$ cat src/rtl/note_player.sv
// Note player: buffers 8-bit note codes in a FIFO and plays each one as a square wave.
// Every note lasts a fixed number of cycles and may be followed by a silent gap.
module note_player #(
  parameter int unsigned CLK_HZ      = 100_000_000,
  parameter int unsigned DEPTH       = 16,
  parameter int unsigned NOTE_CYCLES = 25_000_000,
  parameter int unsigned GAP_CYCLES  = 1_000_000
) (
  input  logic                     clk,
  input  logic                     reset,
  input  logic                     clear,
  input  logic [7:0]               note_in,
  input  logic                     note_valid,
  output logic                     note_ready,
  input  logic                     play_en,
  output logic                     tone_out,
  output logic                     playing,
  output logic [7:0]               note_now,
  output logic [$clog2(DEPTH):0]   fifo_count,
  output logic                     done
);

  localparam int unsigned AW = $clog2(DEPTH);
  localparam int unsigned CW = AW + 1;

  // Octave-0 half-period in clock cycles, rounded to the nearest cycle.
  function automatic int unsigned half0(input int unsigned semi);
    real hz;
    hz = 440.0 * (2.0 ** ((real'(semi) - 9.0) / 12.0 - 4.0));
    return $rtoi(real'(CLK_HZ) / (2.0 * hz) + 0.5);
  endfunction

  localparam int unsigned HALF_C0 = half0(0);
  localparam int unsigned HW      = (HALF_C0 > 1) ? $clog2(HALF_C0 + 1) : 1;
  typedef logic [HW-1:0] half_t;

  localparam half_t HALF0 [12] = '{
    half_t'(half0(0)), half_t'(half0(1)), half_t'(half0(2)),  half_t'(half0(3)),
    half_t'(half0(4)), half_t'(half0(5)), half_t'(half0(6)),  half_t'(half0(7)),
    half_t'(half0(8)), half_t'(half0(9)), half_t'(half0(10)), half_t'(half0(11))
  };

  localparam int unsigned DUR_MAX = (NOTE_CYCLES >= GAP_CYCLES) ? NOTE_CYCLES : GAP_CYCLES;
  localparam int unsigned DW      = (DUR_MAX > 1) ? $clog2(DUR_MAX) : 1;
  localparam logic [DW-1:0] NOTE_LAST = DW'(NOTE_CYCLES - 1);
  localparam logic [DW-1:0] GAP_LAST  = (GAP_CYCLES > 0) ? DW'(GAP_CYCLES - 1) : '0;

  typedef enum logic [1:0] {IDLE, LOAD, PLAY, GAP} state_t;

  state_t          state_q, state_d;
  logic [7:0]      mem_q [DEPTH];
  logic [AW-1:0]   wptr_q, rptr_q;
  logic [CW-1:0]   count_q;
  logic [7:0]      note_now_q, note_now_d;
  half_t           half_q, half_d;
  half_t           hcnt_q, hcnt_d;
  logic            rest_q, rest_d;
  logic [DW-1:0]   dur_q, dur_d;
  logic            tone_q, tone_d;
  logic            done_q, done_d;
  logic            push, pop, exiting, can_start;

  logic [3:0]      octave, semitone;
  logic            lookup_rest;
  half_t           base_half, shifted_half, lookup_half;

  assign note_ready = (count_q < CW'(DEPTH));
  assign push       = note_valid && note_ready && !clear;
  assign can_start  = play_en && (count_q != '0);

  // Table lookup for the note held in note_now; codes outside the scale are rests.
  assign octave       = note_now_q[7:4];
  assign semitone     = note_now_q[3:0];
  assign lookup_rest  = (note_now_q == 8'hFF) || (octave > 4'd8) || (semitone > 4'd11);
  assign base_half    = HALF0[(semitone > 4'd11) ? 4'd0 : semitone];
  assign shifted_half = base_half >> octave;
  assign lookup_half  = (shifted_half == '0) ? half_t'(1) : shifted_half;

  always_ff @(posedge clk) begin
    if (push) begin
      mem_q[wptr_q] <= note_in;
    end
  end

  always_ff @(posedge clk or posedge reset) begin
    if (reset) begin
      wptr_q  <= '0;
      rptr_q  <= '0;
      count_q <= '0;
    end else if (clear) begin
      wptr_q  <= '0;
      rptr_q  <= '0;
      count_q <= '0;
    end else begin
      if (push) begin
        wptr_q <= wptr_q + 1'b1;
      end
      if (pop) begin
        rptr_q <= rptr_q + 1'b1;
      end
      case ({push, pop})
        2'b10:   count_q <= count_q + 1'b1;
        2'b01:   count_q <= count_q - 1'b1;
        default: count_q <= count_q;
      endcase
    end
  end

  always_comb begin
    state_d    = state_q;
    note_now_d = note_now_q;
    half_d     = half_q;
    hcnt_d     = hcnt_q;
    rest_d     = rest_q;
    dur_d      = dur_q;
    tone_d     = tone_q;
    done_d     = 1'b0;
    pop        = 1'b0;
    exiting    = 1'b0;

    case (state_q)
      IDLE: begin
        if (can_start) begin
          state_d = LOAD;
          pop     = 1'b1;
        end
      end
      LOAD: begin
        half_d  = lookup_half;
        rest_d  = lookup_rest;
        hcnt_d  = '0;
        dur_d   = '0;
        tone_d  = 1'b0;
        state_d = PLAY;
      end
      PLAY: begin
        if (!rest_q) begin
          if (hcnt_q == half_q - 1'b1) begin
            hcnt_d = '0;
            tone_d = ~tone_q;
          end else begin
            hcnt_d = hcnt_q + 1'b1;
          end
        end
        if (dur_q == NOTE_LAST) begin
          dur_d  = '0;
          tone_d = 1'b0;
          if (GAP_CYCLES > 0) begin
            state_d = GAP;
          end else begin
            exiting = 1'b1;
          end
        end else begin
          dur_d = dur_q + 1'b1;
        end
      end
      GAP: begin
        if (dur_q == GAP_LAST) begin
          dur_d   = '0;
          exiting = 1'b1;
        end else begin
          dur_d = dur_q + 1'b1;
        end
      end
      default: state_d = IDLE;
    endcase

    // The end of a note chains straight into the next one when allowed.
    if (exiting) begin
      if (can_start) begin
        state_d = LOAD;
        pop     = 1'b1;
      end else begin
        state_d = IDLE;
        done_d  = 1'b1;
      end
    end

    if (pop) begin
      note_now_d = mem_q[rptr_q];
    end

    if (clear) begin
      state_d    = IDLE;
      pop        = 1'b0;
      done_d     = 1'b0;
      tone_d     = 1'b0;
      note_now_d = note_now_q;
    end
  end

  always_ff @(posedge clk or posedge reset) begin
    if (reset) begin
      state_q    <= IDLE;
      note_now_q <= 8'hFF;
      half_q     <= '0;
      hcnt_q     <= '0;
      rest_q     <= 1'b1;
      dur_q      <= '0;
      tone_q     <= 1'b0;
      done_q     <= 1'b0;
    end else begin
      state_q    <= state_d;
      note_now_q <= note_now_d;
      half_q     <= half_d;
      hcnt_q     <= hcnt_d;
      rest_q     <= rest_d;
      dur_q      <= dur_d;
      tone_q     <= tone_d;
      done_q     <= done_d;
    end
  end

  assign tone_out   = tone_q && (state_q == PLAY);
  assign playing    = (state_q != IDLE);
  assign note_now   = note_now_q;
  assign fifo_count = count_q;
  assign done       = done_q;

endmodule

$ cat config.mk
export PLATFORM = sky130hd
export DESIGN_NAME = note_player
export DESIGN_NICKNAME = d
export VERILOG_FILES = /design/src/rtl/note_player.sv
export SDC_FILE = /design/constraint.sdc
export NUM_CORES = 1
export LEC_CHECK = 0
export BUFFER_PORTS_ARGS = -buffer_cell sky130_fd_sc_hd__buf_4
export CAP_MARGIN = 15
export CELL_PAD_IN_SITES_DETAIL_PLACEMENT = 1
export CELL_PAD_IN_SITES_GLOBAL_PLACEMENT = 2
export CORE_AREA = 2 2 201 164
export CTS_BUF_LIST = sky130_fd_sc_hd__clkbuf_8
export DETAILED_ROUTE_END_ITERATION = 7
export DIE_AREA = 0 0 203 166
export PLACE_DENSITY = 0.79
export SYNTH_ARGS = -nofsm -noshare
export SYNTH_HDL_FRONTEND = slang
export SYNTH_SLANG_ARGS = --single-unit
$ cat constraint.sdc
create_clock -name clk -period 4.3 [get_ports clk]
set_clock_uncertainty 0.1 [all_clocks]
set_input_delay 0.43 -clock clk [delete_from_list [all_inputs] [get_ports clk]]
set_output_delay 0.43 -clock clk [all_outputs]
set_load 0.05 [all_outputs]
# --- Yosys cells after proc, flatten, opt, wreduce, memory -nomap -nowiden ---
# Memories as Yosys holds them, arrays and structs flattened. A register that Yosys moved wholly into a read port is not among the register bits.
# Index checks and enable logic that the tools add are counted.
word_totals:
  rom_bits: 352
  ff_bits: 87
  n_memories: 2
  output_inout_bits: 17
  wordCells: 102
  ram_bits: 128
  inputBits: 13
memory_table:
  columns: ["name", "words", "word_bits", "rd", "rd_clocked_by_memory_dff", "wr", "line", "source"]
  rows:
  - ["(no name shown)", 16, 22, 1, 0, 0, "75", "assign base_half = HALF0[(semitone > 4'd11) ? 4'd0 : semitone];"]
  - ["mem_q", 16, 8, 1, 1, 1, "51", "logic [7:0] mem_q [DEPTH];"]
op_classes:
  shift: 1
  add_sub_neg: 7
  order_cmp: 4
  n_eq_ne: 14
  bitwise_logic: 3
  reduce_logical: 22
  n_mux: 39
ops:
  columns: ["cell", "n"]
  rows:
  - ["$mux 22", 5]
  - ["$pmux 25 s3", 1]
  - ["$mux 25", 2]
  - ["$pmux 22 s2", 1]
  - ["$add 25x1->25 const B", 1]
  - ["$eq 25x20->1 const B", 1]
  - ["$eq 25x25->1 const B", 1]
  - ["$add 22x1->22 const B", 1]
  - ["$eq 22x22->1", 1]
  - ["$logic_not 22->1", 1]
  - ["$shr 22x4->22", 1]
  - ["$sub 22x1->22 const B", 1]
  - ["$mux 4", 5]
  - ["$mux 1", 17]
  - ["$ne 4x4->1 const B", 4]
  - ["$pmux 5 s2", 1]
  - ["$reduce_bool 5->1", 2]
  - ["$reduce_bool 3->1", 3]
  - ["$add 4x1->4 const B", 2]
  - ["$eq 8x8->1 const B", 1]
  - ["$gt 4x4->1 const B", 2]
  - ["$mux 2", 4]
  - ["$reduce_bool 2->1", 4]
  - ["$eq 2x2->1 const B", 3]
  - ["other kinds (17)", 25]

# --- Logic depth before layout (Yosys ltp) ---
logic_depth:
  word_depth: 10
  mapped_depth: 17
  depth_no_buf: 15

# --- Least setup slack after synthesis ---
# No wires, ideal clock.
synth_path:
  path_kind: "register -> register"
  from: "reg note_now_q[2] (netlist: note_now[2]) (read register of mem_q)"
  to: "reg half_q[0]"
  stages_incl_launch_ff: 16
  path_slack_ns: -0.138
  n_path_buf: 3
  setup_ns: 0.067
  period_less_slack_ns: 4.438
  arrival_time_ns: 4.271
  required_ns: 4.133
  path_cell_list: "dfstp_2 -> clkbuf_1 -> clkbuf_1 -> clkbuf_1 -> nand2_1 -> and2_1 -> inv_1 -> ha_1 -> mux2_2 -> a32oi_1 -> o21a_1 -> a2bb2oi_1 -> o221ai_1 -> or4b_2 -> a2111oi_0 -> a41o_1"
synth_via:
  elab_chain_cells: 9
synth_lines:
  columns: ["element", "line", "source"]
  rows:
  - ["from (decl)", "54", "logic [7:0] note_now_q, note_now_d;"]
  - ["$gt 4x4->1", "75", null]
  - ["$mux 4 *", "75", null]
  - ["$not 4->5 *", "75", null]
  - ["$mem_v2 16x22 *", null, null]
  - ["$mux 22 * (2 in series)", "75", null]
  - ["$shr 22x4->22 *", "76", "assign shifted_half = base_half >> octave;"]
  - ["$logic_not 22->1", "77", "assign lookup_half = (shifted_half == '0) ? half_t'(1) : shifted_half;"]
  - ["$mux 22 *", "77", null]
  - ["to (signal assigned)", "205", "half_q <= half_d;"]
  - ["to (decl)", "55", "half_t half_q, half_d;"]
# Mark *: on every way between the ends. The rest lies on a longest branch, timed or not. The select of a mux whose other input is x is not followed.
# A chain may end at the register's enable or synchronous reset.

# --- Final worst setup path ---
layout_path:
  from: "reg note_now_q[0] (netlist: note_now[0]) (read register of mem_q)"
  to: "reg half_q[0]"
# Same word-level chain as after synthesis.

==> impl_metrics.toml <==
[route]
drt-wirelength-per-cell_um = 20.8
routed_via_density = 5.82
route.met2.wl_um = 15300
drt_wl_total_um = 33800
routed.top_layer = "met4"
postRouteAntennaNets = 0
vias = 9459
dr.pass1.iters = 5
met1_length_um = 16400
drc = 0
routed-wl-met3_um = 1710
drt-initial-drc-count = 594

[die]
std_cell_rows = 59
die_y_um = 166
core_area_um2 = 31800
die_w_um = 203
dieArea_um2 = 33700
ios = 30
start_util = 0.394

[min_path]
holdPathEnd = "mem_q[2][1]$_DFFE_PP_"
hold_class = "in -> reg"
min_path_cells = 1
min_from = "note_in[1]"

[timing]
hold_violations = 0
tns_ns = 0
final.min_clock_period_ns = 3.94
fin_crit_sh = 0.916
relSlewSlack = 0.414
max_freq_ghz = 0.254
setup_viol = 0
tightest_slew_ns = 0.879
whs_ns = 0.0801
fin_ws_ns = 0.362
slew_violations = 0
rsz0062_at_grt = "no"

[yosys]
syn_area_per_cell_um2 = 11.0
synth_async_sr_flop_share = 0.426
syn_inst = 1141
synthesis.nets = 1178
synth_edf_count = 128
syn-cell-area_um2 = 12500
yosys.cell_types.count = 79
yosysWarnings = 0
synth_seq_area_share = 0.498
ys_ff_latch = 223
synth_ff_type = "edfxtp_1"

[clock_network]
path_clk_slew_ns = 0.07
tritoncts = "yes"
clock_path_buffers = 3
cts_resized = 0
root_buffer = "clkbuf_8"
clkLatencyLatePin_ns = 0.56
post-cts-setup-buffer-count = 0
cts_made_buffers = 38
ctsHoldBuffers = 1
clkSinkCount = 223
htreeDepth = 2

[global_routing]
antenna_found_initial = 0
grt_pass1_wl_um = 56000
track_usage = 0.208
grt-ovfl-total = 0
grt_pass1_vias = 9948
grt_start_max_net_pins = 67

[critical_path]
cp-start-kind = "flop"
required_ns = 4.70
ff2ff_setup_slack_ns = 0.36
critPathArrivalTime_ns = 4.33
cp_slowest_cell = "dfstp_2"
setup.worst_path.end_class = "flop"
reg2reg_from = "note_now[0]$_DFFE_PP1P_"
path_max_fanout = 16
r2r-end = "half_q[0]$_DFFE_PP0P_"
rr_worst_depth = 11
worstPathCellList = "and2_1, inv_1, ha_1, mux2_2, a32oi_1, o21a_1, a2bb2oi_1, o221ai_1, or4b_2, a2111oi_1, a41o_1"
critPathMaxStageDelay_ns = 0.71
critPathKind = "reg -> reg"

[final_layout]
final_cell_mix = "edfxtp_1 (128), nor2_1 (100), nand2_1 (100)"
utilization = 0.438
layout.nets = 1209
drive_gt1_frac = 0.159
layout_commonest_cell = "edfxtp_1"
num_antenna_cells = 0
fin_area_um2 = 13900
stdcell_count = 1626
synthToLayoutAreaGrowth_pct = 11.3

[run]
cap_violations = 0

[pwr]
power.density_nw_per_um2 = 685
ir_drop_v = 0.000368
power.leakage_nw = 5.13
total_power_mw = 9.55

[placed_design]
numPlacedInstances = 1558
placed_cell_area_um2 = 13200
dp_hpwl_um = 23900
io_buffers = 29
gp_congestion = 0.864
dpl_worst_slack_ns = 0.437

[status]
status = "completed"
cells by family after synthesis:
logic type,Yosys count,synth area share
flops,223,0.498
fa+ha+maj,25,0.0254
xor+xnor,44,0.0308
simple gates,411,0.165
mux,77,0.106
buf+inv,99,0.0318
compound gates,262,0.143
worst max-delay path by stage:
stage	from	to	slack, ns	cells after the start
2_1_floorplan	note_now[3]$_DFFE_PP1P_	half_q[0]$_DFFE_PP0P_	0.02	16
3_3_place_gp	half_q[0]$_DFFE_PP0P_	hcnt_q[11]$_DFFE_PP0P_	0.47	11
3_5_place_dp	half_q[0]$_DFFE_PP0P_	hcnt_q[10]$_DFFE_PP0P_	0.44	11
4_1_cts	note_now[0]$_DFFE_PP1P_	half_q[0]$_DFFE_PP0P_	0.39	11
5_1_grt	half_q[0]$_DFFE_PP0P_	hcnt_q[10]$_DFFE_PP0P_	0.08	11
6_report	note_now[0]$_DFFE_PP1P_	half_q[0]$_DFFE_PP0P_	0.36	11
cell usage after synthesis, drive strengths merged, types with 5 or more instances:
cell / instances / area [um^2]
o221ai: 8 / 70.1
o211ai: 8 / 60.1
a21boi: 7 / 52.6
a22o: 6 / 52.6
edfxtp: 128 / 3840
nor2b: 21 / 131
a31oi: 9 / 56.3
o22ai: 8 / 50.1
nor3: 31 / 155
a211oi: 6 / 45.0
nor2: 100 / 375
xor2: 20 / 175
inv: 29 / 109
a21oi: 36 / 180
nor4: 21 / 159
nand2: 100 / 375
dfstp: 9 / 236
ha: 23 / 288
nand3: 40 / 200
o32ai: 5 / 43.8
nand4: 19 / 119
mux2: 18 / 203
or3: 7 / 43.8
clkbuf: 49 / 184
o21ai: 81 / 405
mux2i: 16 / 160
nand4b: 7 / 61.3
o31ai: 8 / 73.8
dfrtp: 86 / 2150
mux4: 43 / 968
and2: 9 / 56.3
o21a: 7 / 52.6
nand2b: 21 / 131
and3: 10 / 62.6
xnor2: 24 / 210
a211o: 12 / 105
a21o: 12 / 90.1
buf: 19 / 97.6
or2: 6 / 37.5
critical path, delay by kind of cell (launching register included):
family                   cells  cell delay, ns
AND/OR/NAND/NOR              2            0.93
AO/OA/AOI/OAI                6            1.37
flip-flops                   1            0.71
buffers and inverters        1            0.08
multiplexers                 1            0.30
adder cells (fa/ha/maj)      1            0.38
where the power goes:
group | internal, mW | switching [mW]
logic | 1.85 | 2.95
clock network | 0.936 | 0.906
registers | 2.50 | 0.408
total | 5.29 | 4.27
area by class of cell:
cell class | instances | area [um^2]
fill | 3399 | 17900
multi-input combinational | 819 | 5890
clock buffer | 40 | 551
tap | 427 | 534
timing repair buffer | 59 | 445
sequential | 223 | 6230
inverter | 31 | 119
clock inverter | 27 | 163
layer usage:
metal	global-route usage	vias up
li1	-	4399
met1	0.305	4820
met2	0.316	197
met3	0.0430	43
met4	0.0489	0
met5	0	-
sequential cells by signal, summed over array words and instances (netlist names):
register	flops
wptr_q	4
dur_q	25
done	1
state_q	2
fifo_count	5
rptr_q	4
rest_q	1
note_now	8
hcnt_q	22
tone_q	1
mem_q	128
half_q	22
No activity file was read; power rests on OpenSTA's default activity.
